**src/rtl/spi_slave_sync.sv**
```systemverilog
// SPI slave that oversamples SCK/nSS/MOSI on the system clock and moves whole words
// through an RX holding register and a single-entry TX buffer.
module spi_slave_sync #(
   parameter int WIDTH       = 16,
   parameter int CPOL        = 0,
   parameter int CPHA        = 0,
   parameter int MSB_FIRST   = 1,
   parameter int SYNC_STAGES = 2
) (
   input  logic             clkIN,
   input  logic             reset_spi,
   input  logic             nSSIN,
   input  logic             SCKIN,
   input  logic             MOSIIN,
   output logic             MISOOUT,
   output logic [WIDTH-1:0] dataOUT,
   output logic             rx_valid,
   input  logic             rx_ack,
   input  logic [WIDTH-1:0] dataIN,
   input  logic             tx_load,
   output logic             tx_ready,
   output logic             busy,
   output logic             overrun,
   output logic             underrun,
   output logic             frame_err
);
   // state     | meaning
   // WAIT_IDLE | after reset; waits for fresh samples and nSS high
   // IDLE      | deselected, waiting for nSS to fall
   // ACTIVE    | selected, shifting words
   typedef enum logic [1:0] {WAIT_IDLE, IDLE, ACTIVE} state_t;

   localparam logic CPOL_L = (CPOL != 0);
   localparam logic CPHA_L = (CPHA != 0);
   localparam logic MSB_L  = (MSB_FIRST != 0);
   localparam int   CW     = $clog2(WIDTH);
   localparam logic [CW-1:0] CNT_LAST  = CW'(WIDTH - 1);
   localparam logic [1:0]    WAIT_INIT = 2'(SYNC_STAGES);

   state_t                 state_q, state_d;
   logic [SYNC_STAGES-1:0] nss_sync_q, nss_sync_d;
   logic [SYNC_STAGES-1:0] sck_sync_q, sck_sync_d;
   logic [SYNC_STAGES-1:0] mosi_sync_q, mosi_sync_d;
   logic                   nss_prev_q, nss_prev_d;
   logic                   sck_prev_q, sck_prev_d;
   logic [1:0]             wait_cnt_q, wait_cnt_d;
   logic [CW-1:0]          bit_cnt_q, bit_cnt_d;
   logic [WIDTH-1:0]       rx_shift_q, rx_shift_d;
   logic [WIDTH-1:0]       data_q, data_d;
   logic                   rx_valid_q, rx_valid_d;
   logic [WIDTH-1:0]       tx_buf_q, tx_buf_d;
   logic                   tx_full_q, tx_full_d;
   logic [WIDTH-1:0]       tx_shift_q, tx_shift_d;
   logic                   miso_q, miso_d;
   logic                   und_pend_q, und_pend_d;
   logic                   overrun_q, overrun_d;
   logic                   underrun_q, underrun_d;
   logic                   frame_err_q, frame_err_d;

   logic nss_s, sck_s, mosi_s;
   logic nss_fall, nss_rise, sck_rise, sck_fall;
   logic sample_edge, shift_edge, tx_first;
   logic word_start;
   logic [WIDTH-1:0] rx_next;

   assign nss_s    = nss_sync_q[SYNC_STAGES-1];
   assign sck_s    = sck_sync_q[SYNC_STAGES-1];
   assign mosi_s   = mosi_sync_q[SYNC_STAGES-1];
   assign nss_fall = nss_prev_q & ~nss_s;
   assign nss_rise = ~nss_prev_q & nss_s;
   assign sck_rise = sck_s & ~sck_prev_q;
   assign sck_fall = ~sck_s & sck_prev_q;

   assign sample_edge = (CPHA_L ^ CPOL_L) ? sck_fall : sck_rise;
   assign shift_edge  = (CPHA_L ^ CPOL_L) ? sck_rise : sck_fall;
   assign tx_first    = MSB_L ? tx_shift_q[WIDTH-1] : tx_shift_q[0];

   always_comb begin
      state_d     = state_q;
      nss_sync_d  = {nss_sync_q[SYNC_STAGES-2:0], nSSIN};
      sck_sync_d  = {sck_sync_q[SYNC_STAGES-2:0], SCKIN};
      mosi_sync_d = {mosi_sync_q[SYNC_STAGES-2:0], MOSIIN};
      nss_prev_d  = nss_s;
      sck_prev_d  = sck_s;
      wait_cnt_d  = wait_cnt_q;
      bit_cnt_d   = bit_cnt_q;
      rx_shift_d  = rx_shift_q;
      data_d      = data_q;
      rx_valid_d  = rx_valid_q & ~rx_ack;
      tx_buf_d    = tx_buf_q;
      tx_full_d   = tx_full_q;
      tx_shift_d  = tx_shift_q;
      miso_d      = miso_q;
      und_pend_d  = und_pend_q;
      overrun_d   = 1'b0;
      underrun_d  = 1'b0;
      frame_err_d = 1'b0;
      word_start  = 1'b0;
      rx_next     = MSB_L ? {rx_shift_q[WIDTH-2:0], mosi_s} : {mosi_s, rx_shift_q[WIDTH-1:1]};

      case (state_q)
         WAIT_IDLE: begin
            // Let the synchronizers refill with real pin samples before trusting nSS.
            bit_cnt_d = '0;
            if (wait_cnt_q != 2'd0) wait_cnt_d = wait_cnt_q - 2'd1;
            else if (nss_s) state_d = IDLE;
         end
         IDLE: begin
            if (nss_fall) begin
               state_d    = ACTIVE;
               word_start = 1'b1;
            end
         end
         ACTIVE: begin
            if (nss_rise) begin
               state_d    = IDLE;
               bit_cnt_d  = '0;
               und_pend_d = 1'b0;
               miso_d     = 1'b0;
               if (bit_cnt_q != '0) frame_err_d = 1'b1;
            end else begin
               if (sample_edge) begin
                  rx_shift_d = rx_next;
                  // Underrun is reported only once an empty-loaded word actually clocks.
                  if (und_pend_q && bit_cnt_q == '0) begin
                     underrun_d = 1'b1;
                     und_pend_d = 1'b0;
                  end
                  if (bit_cnt_q == CNT_LAST) begin
                     bit_cnt_d  = '0;
                     data_d     = rx_next;
                     rx_valid_d = 1'b1;
                     overrun_d  = rx_valid_q & ~rx_ack;
                     word_start = 1'b1;
                  end else begin
                     bit_cnt_d = bit_cnt_q + 1'b1;
                  end
               end
               // CPHA=0: the trailing edge right after completion belongs to the old word.
               if (shift_edge && (CPHA_L || bit_cnt_q != '0)) begin
                  miso_d     = tx_first;
                  tx_shift_d = MSB_L ? {tx_shift_q[WIDTH-2:0], 1'b0} : {1'b0, tx_shift_q[WIDTH-1:1]};
               end
            end
         end
         default: state_d = WAIT_IDLE;
      endcase

      if (word_start) begin
         if (tx_full_q) begin
            tx_shift_d = tx_buf_q;
            tx_full_d  = 1'b0;
         end else if (tx_load) begin
            tx_shift_d = dataIN;
         end else begin
            tx_shift_d = '0;
            und_pend_d = 1'b1;
         end
      end else if (tx_load && !tx_full_q) begin
         tx_buf_d  = dataIN;
         tx_full_d = 1'b1;
      end
   end

   always_ff @(posedge clkIN or negedge reset_spi) begin
      if (!reset_spi) begin
         state_q     <= WAIT_IDLE;
         nss_sync_q  <= '1;
         sck_sync_q  <= {SYNC_STAGES{CPOL_L}};
         mosi_sync_q <= '0;
         nss_prev_q  <= 1'b1;
         sck_prev_q  <= CPOL_L;
         wait_cnt_q  <= WAIT_INIT;
         bit_cnt_q   <= '0;
         rx_shift_q  <= '0;
         data_q      <= '0;
         rx_valid_q  <= 1'b0;
         tx_buf_q    <= '0;
         tx_full_q   <= 1'b0;
         tx_shift_q  <= '0;
         miso_q      <= 1'b0;
         und_pend_q  <= 1'b0;
         overrun_q   <= 1'b0;
         underrun_q  <= 1'b0;
         frame_err_q <= 1'b0;
      end else begin
         state_q     <= state_d;
         nss_sync_q  <= nss_sync_d;
         sck_sync_q  <= sck_sync_d;
         mosi_sync_q <= mosi_sync_d;
         nss_prev_q  <= nss_prev_d;
         sck_prev_q  <= sck_prev_d;
         wait_cnt_q  <= wait_cnt_d;
         bit_cnt_q   <= bit_cnt_d;
         rx_shift_q  <= rx_shift_d;
         data_q      <= data_d;
         rx_valid_q  <= rx_valid_d;
         tx_buf_q    <= tx_buf_d;
         tx_full_q   <= tx_full_d;
         tx_shift_q  <= tx_shift_d;
         miso_q      <= miso_d;
         und_pend_q  <= und_pend_d;
         overrun_q   <= overrun_d;
         underrun_q  <= underrun_d;
         frame_err_q <= frame_err_d;
      end
   end

   assign busy      = (state_q == ACTIVE);
   assign MISOOUT   = busy & (CPHA_L ? miso_q : tx_first);
   assign dataOUT   = data_q;
   assign rx_valid  = rx_valid_q;
   assign tx_ready  = ~tx_full_q;
   assign overrun   = overrun_q;
   assign underrun  = underrun_q;
   assign frame_err = frame_err_q;
endmodule

```
**config.mk**
```make
export PLATFORM = sky130hd
export DESIGN_NAME = spi_slave_sync
export DESIGN_NICKNAME = d
export VERILOG_FILES = /design/src/rtl/spi_slave_sync.sv
export SDC_FILE = /design/constraint.sdc
export NUM_CORES = 1
export LEC_CHECK = 0
export ABC_AREA = 1
export ABC_CLOCK_PERIOD_IN_PS = 3000
export BUFFER_PORTS_ARGS = -buffer_cell sky130_fd_sc_hd__buf_2
export CORE_ASPECT_RATIO = 0.7
export CORE_UTILIZATION = 60
export CTS_BUF_LIST = sky130_fd_sc_hd__clkbuf_16
export DETAILED_ROUTE_END_ITERATION = 6
export GPL_TIMING_DRIVEN = 0
export PLACE_DENSITY = 0.8
export SETUP_SLACK_MARGIN = 0.5
export SLEW_MARGIN = 20
export SYNTH_ARGS = -nofsm -noshare
export SYNTH_HDL_FRONTEND = slang
export SYNTH_SLANG_ARGS = --single-unit
```
**constraint.sdc**
```tcl
create_clock -name clkIN -period 3 [get_ports clkIN]
set_input_delay 0.3 -clock clkIN [delete_from_list [all_inputs] [get_ports clkIN]]
set_output_delay 0.3 -clock clkIN [all_outputs]
set_load 0.02 [all_outputs]
```
Yosys cells after proc, flatten, opt, wreduce, memory -nomap -nowiden
Index checks and enable logic that the tools add are counted.
{"block": "word_totals", "word_cells": 106, "input_bits": 23, "register_bits": 85, "out_inout_bits": 23}
{"block": "classes", "n_mux": 44, "add_sub_neg": 2, "n_bitwise": 14, "n_eq_ne": 9, "reduce_logical": 19}
{"cell": "$mux W16", "count": 6}
{"cell": "$mux W1", "count": 28}
{"cell": "$mux W4", "count": 3}
{"cell": "$reduce_bool A2 Y1", "count": 5}
{"cell": "$mux W2", "count": 4}
{"cell": "$not A1 Y1", "count": 8}
{"cell": "$pmux W4 S2", "count": 1}
{"cell": "$reduce_and A4 Y1", "count": 2}
{"cell": "$and A1 B1 Y1", "count": 6}
{"cell": "$ne A2 B2 Y1 const B", "count": 3}
{"cell": "$pmux W2 S3", "count": 1}
{"cell": "$reduce_and A2 Y1", "count": 3}
{"cell": "$reduce_and A3 Y1", "count": 2}
{"cell": "$add A4 B1 Y4 const B", "count": 1}
{"cell": "$eq A4 B4 Y1 const B", "count": 1}
{"cell": "$logic_not A4 Y1", "count": 1}
{"cell": "$ne A2 B1 Y1 const B", "count": 2}
{"cell": "$reduce_bool A4 Y1", "count": 1}
{"cell": "$logic_and A1 B1 Y1", "count": 3}
{"cell": "$ne A3 B1 Y1 const B", "count": 1}
{"cell": "$eq A2 B1 Y1 const B", "count": 1}
{"cell": "$eq A2 B2 Y1 const B", "count": 1}
{"cell": "$logic_not A2 Y1", "count": 1}
{"cell": "$pmux W1 S2", "count": 1}
{"cell": "2 further kinds", "count": 2}

Depth between registers and ports, before layout
{"block": "depth", "depth_word": 9, "depth_mapped": 11, "depth_no_buf": 10}

Worst setup path before layout
OpenSTA, ideal clock, no wires.
{"block": "synth_timing", "path_type": "register to register", "from": "register state_q[0]", "to": "register tx_shift_q[0]", "t_arrival_ps": 1724, "required_time_ps": 2883, "setup_time_ps": 117, "setup_slack_ps": 1158, "period_less_slack_ps": 1842, "path_stages_with_launch": 12, "path_buffers": 2, "path_cell_list": "dfrtp_1 > inv_1 > ha_1 > inv_2 > a21oi_4 > nand2_4 > nand2_4 > nand2_4 > buf_6 > buf_6 > nand3_1 > nand2_1"}
{"block": "synth_via", "elab_chain_len": 4, "elab_cells_between_ends": 8, "classes_between": "eq/ne: 3; mux: 2; reduce/logical: 3"}
{"item": "start, declared", "line_no": "40", "text": "state_t state_q, state_d;"}
{"item": "start signal, assigned", "line_no": "187", "text": "state_q <= state_d;"}
{"item": "$eq A2 B2 Y1 *"}
{"item": "net busy", "line_no": "22", "text": "output logic busy,"}
{"item": "$pmux W1 S2", "line_no": "101", "text": "case (state_q)"}
{"item": "$ne A2 B1 Y1 (no line) / $reduce_bool A2 Y1 (equally long branches)"}
{"item": "$reduce_and A3 Y1 (no line)"}
{"item": "end signal, assigned", "line_no": "200", "text": "tx_shift_q <= tx_shift_d;"}
{"item": "end, declared", "line_no": "53", "text": "logic [WIDTH-1:0] tx_shift_q, tx_shift_d;"}
The timed path passes the listed nets; every way through them passes the cells marked *.
A chain may end at the register's enable or synchronous reset.

Worst setup path after layout
{"block": "layout_timing", "from": "register state_q[0]", "to": "register tx_buf_q[10]"}
{"block": "layout_via", "elab_chain_len": 4, "elab_cells_between_ends": 5, "classes_between": "eq/ne: 2; mux: 1; bitwise: 1; reduce/logical: 1"}
{"item": "$eq A2 B2 Y1 / $eq A2 B1 Y1 (equally long branches)", "line_no": "101"}
{"item": "$pmux W1 S2 *", "line_no": "101"}
{"item": "$not A1 Y1 (no line) *"}
{"item": "$reduce_and A2 Y1 (no line) *"}
{"item": "end signal, assigned", "line_no": "198", "text": "tx_buf_q <= tx_buf_d;"}
{"item": "end, declared", "line_no": "51", "text": "logic [WIDTH-1:0] tx_buf_q, tx_buf_d;"}
Mark *: on every way between the ends. The rest lies on a longest branch, timed or not.

==> flow_results.xml <==
<?xml version="1.0" encoding="UTF-8"?>
<metrics>
  <group name="detailed_routing">
    <metric name="vias_per_cell" unit="">5.58</metric>
    <metric name="first_pass_iters" unit="">6</metric>
    <metric name="postRouteWirelength" unit="mm">8.47</metric>
    <metric name="route.detailed.drc" unit="">0</metric>
    <metric name="detailedRoute.firstIterationViolations" unit="">222</metric>
    <metric name="vias" unit="">3210</metric>
    <metric name="post_drt_wl_per_cell" unit="um">14.7</metric>
    <metric name="antenna_left" unit="">0</metric>
  </group>
  <group name="pwr">
    <metric name="clkPwrFrac" unit="%">31.4</metric>
    <metric name="power_density" unit="nW/um2">808</metric>
    <metric name="power.net_switching" unit="mW">1.20</metric>
    <metric name="leakage_component_of_the_power" unit="nW">2.33</metric>
    <metric name="internal-power" unit="mW">2.49</metric>
    <metric name="sw_frac_of_total" unit="%">32.4</metric>
    <metric name="power_frac_seq" unit="%">42.8</metric>
    <metric name="peakVddDrop" unit="V">0.000542</metric>
    <metric name="power_frac_comb" unit="%">25.7</metric>
    <metric name="post-layout-total-power" unit="mW">3.69</metric>
  </group>
  <group name="grt">
    <metric name="number_of_global_route_vias_before_repair" unit="">3124</metric>
    <metric name="grt_antenna_before_repair" unit="">0</metric>
    <metric name="global_route_wire_length_before_repair" unit="mm">14.6</metric>
    <metric name="pin_count_of_the_biggest_net_entering_global_routing" unit="">55</metric>
    <metric name="gr-usage-all-layers" unit="%">27.4</metric>
    <metric name="global_route.overflow_total" unit="">0</metric>
  </group>
  <group name="synth">
    <metric name="synth_most_common_cell" unit="">sky130_fd_sc_hd__nand2_1</metric>
    <metric name="synth_cell_types" unit="">29</metric>
    <metric name="mux_cell_area_share_after_synthesis" unit="%">0</metric>
    <metric name="post_synthesis_share_of_cell_area_spent_on_full_adders_half_adders_and_majority_gates" unit="%">2.58</metric>
    <metric name="synthXorXnorAreaFrac" unit="%">0.226</metric>
    <metric name="avgSynthCellArea" unit="um2">8.95</metric>
    <metric name="synth_area_leaders" unit="">sky130_fd_sc_hd__dfrtp_1 52%, sky130_fd_sc_hd__nand2_1 13%, sky130_fd_sc_hd__nand3_1 5.7%, sky130_fd_sc_hd__o21ai_0 5.0%, sky130_fd_sc_hd__inv_1 3.4%</metric>
    <metric name="synth-simple-area-share" unit="%">26.4</metric>
    <metric name="synth_seq_area_share" unit="%">54.9</metric>
    <metric name="ys_async_sr_fraction" unit="%">100</metric>
    <metric name="synthDominantAreaCellType" unit="">sky130_fd_sc_hd__dfrtp_1</metric>
    <metric name="synth_top_family_by_area" unit="">simple AND/OR/NAND/NOR gates</metric>
    <metric name="commonest_register_cell_after_synthesis" unit="">sky130_fd_sc_hd__dfrtp_1</metric>
    <metric name="synth_enable_flop_cells" unit="">0</metric>
    <metric name="post_synth_most_frequent_cells" unit="">133 x sky130_fd_sc_hd__nand2_1, 81 x sky130_fd_sc_hd__dfrtp_1, 44 x sky130_fd_sc_hd__nand3_1, 39 x sky130_fd_sc_hd__o21ai_0, 35 x sky130_fd_sc_hd__inv_1</metric>
    <metric name="synth-warning-count" unit="">0</metric>
    <metric name="area_fraction_of_the_dominant_cell_type_after_synthesis" unit="%">52.2</metric>
    <metric name="synth-compound-area-share" unit="%">9.02</metric>
    <metric name="ys_ff_latch" unit="">85</metric>
    <metric name="mappedNetlistNets" unit="">465</metric>
    <metric name="postSynthCellCount" unit="">434</metric>
    <metric name="netlist_area" unit="um2">3880</metric>
  </group>
  <group name="min_path">
    <metric name="hold_path_startpoint" unit="">nSSIN</metric>
    <metric name="hold_path_class" unit="">primary input to flop</metric>
    <metric name="hold_end" unit="">nss_sync_q[0]</metric>
    <metric name="holdPathStages" unit="">1</metric>
  </group>
  <group name="final_layout">
    <metric name="n_antenna_cell" unit="">0</metric>
    <metric name="final-instance-count-excl-fill" unit="">575</metric>
    <metric name="finish.instance_area" unit="um2">4560</metric>
    <metric name="post_route_cells_drive_above_1_share" unit="%">19.7</metric>
    <metric name="fill_cells" unit="">482</metric>
    <metric name="final_standard_cell_utilization_of_the_core" unit="%">73.0</metric>
    <metric name="regArea" unit="um2">2130</metric>
    <metric name="areaGrowthSynthToFinish" unit="%">17.5</metric>
    <metric name="final_nets" unit="">523</metric>
    <metric name="multi_input_area" unit="um2">1490</metric>
  </group>
  <group name="critical_path">
    <metric name="path_common_cell" unit="">sky130_fd_sc_hd__nand2_4</metric>
    <metric name="setup.worst_path.start_class" unit="">flop</metric>
    <metric name="setup.worst_path.class" unit="">flop to flop</metric>
    <metric name="critPathSlowestCell" unit="">sky130_fd_sc_hd__dfrtp_1</metric>
    <metric name="crit_path_max_incr_delay" unit="ns">0.42</metric>
    <metric name="worst-r2r-cell-count" unit="">11</metric>
    <metric name="crit_buf_inv" unit="">3</metric>
    <metric name="crit_path_max_fanout" unit="">10</metric>
    <metric name="critPathTopFamily" unit="">simple AND/OR/NAND/NOR gates</metric>
    <metric name="critPathRequiredTime" unit="ns">3.27</metric>
    <metric name="cp_data_arrival_time" unit="ns">2.26</metric>
    <metric name="worst_r2r_endpoint" unit="">tx_buf_q[10]</metric>
    <metric name="crit_reg_reg_startpoint" unit="">state_q[0]</metric>
    <metric name="crit_chain" unit="">inv_1, ha_1, inv_2, a21oi_4, nand2_4, nand2_4, nand2_4, nand2_2, buf_4, nand2_1, nand2_1</metric>
    <metric name="worst-r2r-setup-slack" unit="ns">1.01</metric>
    <metric name="critPathCaptureType" unit="">flop</metric>
  </group>
  <group name="run">
    <metric name="drv.max_cap_violation_count" unit="">0</metric>
  </group>
  <group name="sta">
    <metric name="worst-slew-pin-transition" unit="ns">0.509</metric>
    <metric name="achievable-frequency" unit="MHz">503</metric>
    <metric name="tns" unit="ns">0</metric>
    <metric name="slew_headroom" unit="%">66.0</metric>
    <metric name="hold_viol" unit="">0</metric>
    <metric name="clock_period_minus_worst_slack" unit="ns">1.99</metric>
    <metric name="final-max-slew-violation-count" unit="">0</metric>
    <metric name="finalSetupViolations" unit="">0</metric>
    <metric name="layout_worst_path_cycle_share" unit="%">66.2</metric>
    <metric name="unrepaired_setup_endpoints_after_global_routing" unit="">no</metric>
    <metric name="clock_skew" unit="ns">0.00537</metric>
  </group>
  <group name="floorplan">
    <metric name="dieHeight" unit="um">69.3</metric>
    <metric name="rows" unit="">24</metric>
    <metric name="effective_utilization_at_floorplan" unit="%">62.2</metric>
    <metric name="ios" unit="">46</metric>
    <metric name="design.core.area" unit="um2">6250</metric>
    <metric name="fp.dieW" unit="um">98.2</metric>
    <metric name="die_area" unit="um2">6800</metric>
  </group>
  <group name="placement">
    <metric name="gp_routability_congestion" unit="">0.801</metric>
    <metric name="placedInstanceArea" unit="um2">4240</metric>
    <metric name="port_buffers" unit="">45</metric>
    <metric name="dpl.cell_count" unit="">558</metric>
    <metric name="dp_hpwl" unit="mm">5.72</metric>
  </group>
  <group name="cts">
    <metric name="tritoncts" unit="">built</metric>
    <metric name="cts_inserted_buffers" unit="">9</metric>
    <metric name="clock_path_buffers" unit="">2</metric>
    <metric name="worstSkewPairLatency" unit="ns">0.33</metric>
    <metric name="clkSlewWorstSetupHoldPaths" unit="ns">0.06</metric>
    <metric name="cts_root_buffer_type" unit="">sky130_fd_sc_hd__clkbuf_16</metric>
    <metric name="cts_num_sinks" unit="">85</metric>
    <metric name="cts_htree_levels" unit="">3</metric>
  </group>
  <group name="status">
    <metric name="result_of_the_run" unit="">complete, no violations</metric>
  </group>
</metrics>
## worst max path at each step
stage / start / end / slack, ns / cells past startpoint
detailed placement: state_q[0] / tx_buf_q[10] / 1.07 / 11
finish: state_q[0] / tx_buf_q[10] / 1.01 / 11
global route: state_q[0] / tx_buf_q[10] / 0.87 / 11
floorplan: state_q[0] / tx_shift_q[0] / 1.16 / 11
CTS: state_q[0] / tx_buf_q[10] / 1.03 / 11
global placement: reset_spi / rx_shift_q[8] / 0.94 / 1
## cell type report
cell class | count | area share (%)
Inverter | 36 | 2.96
Sequential cell | 85 | 46.7
Buffer | 25 | 2.85
Clock buffer | 9 | 4.94
Multi-Input combinational cell | 288 | 32.6
Tap cell | 78 | 2.14
Timing Repair Buffer | 47 | 5.81
Clock inverter | 7 | 1.97
## state kept, by name, summed over array words and instances (netlist names), 4 cells and up
signal / flops
bit_cnt_q: 4
dataOUT: 16
rx_shift_q: 15
tx_buf_q: 16
tx_shift_q: 16
## layout by cell type, fill, tap and decap left out, drive strengths merged
| master | n |
|---|---|
| nand2 | 137 |
| dfrtp | 81 |
| buf | 62 |
| nand3 | 54 |
| o21ai | 39 |
| inv | 36 |
| clkbuf | 18 |
| nand4 | 16 |
| a22oi | 15 |
| nor2 | 9 |
| ha | 8 |
| clkinv | 5 |
| dfstp | 4 |
| a21oi | 3 |
| nor3 | 2 |
| bufinv | 2 |
| o211ai | 1 |
| or2 | 1 |
| a22o | 1 |
| nand3b | 1 |
| xor2 | 1 |
| dlygate4sd3 | 1 |
## routing by layer
metal / up-vias / GRT usage [%] / routed length, um
met5: - / 0 / 0
met4: 0 / 7.79 / 70
met3: 7 / 6.85 / 423
met2: 91 / 42.2 / 3980
met1: 1570 / 39.1 / 3990
li1: 1542 / - / -
## stage by stage
step	setup slack (ns)	hold slack [ns]
floorplan	1.16	0.00441
global placement	0.940	0.331
detailed placement	1.07	0.272
CTS	1.03	0.0546
global route	0.873	0.0562
finish	1.01	0.0648
## power by group through the flow
stage / clock [mW] / combinational [mW] / sequential, mW
after floorplan: 0 / 0.709 / 1.55
after global placement: 0 / 0.889 / 1.57
after detailed placement: 0 / 0.937 / 1.58
after CTS: 1.18 / 0.945 / 1.57
after global routing: 1.23 / 1.07 / 1.61
final: 1.16 / 0.949 / 1.58
## what timing repair did
action | 4_1_cts | 5_1_grt
resized for setup | 0 | 0
hold endpoints to repair | 30 | 0
hold buffers | 1 | 0
setup buffers | 0 | 0
## kinds of logic after synthesis
kind of cell | Yosys count
compound gates | 59
simple gates | 220
buf+inv | 61
flops | 85
xor+xnor | 1
fa+ha+maj | 8
Power figures use the tool's default switching activity.
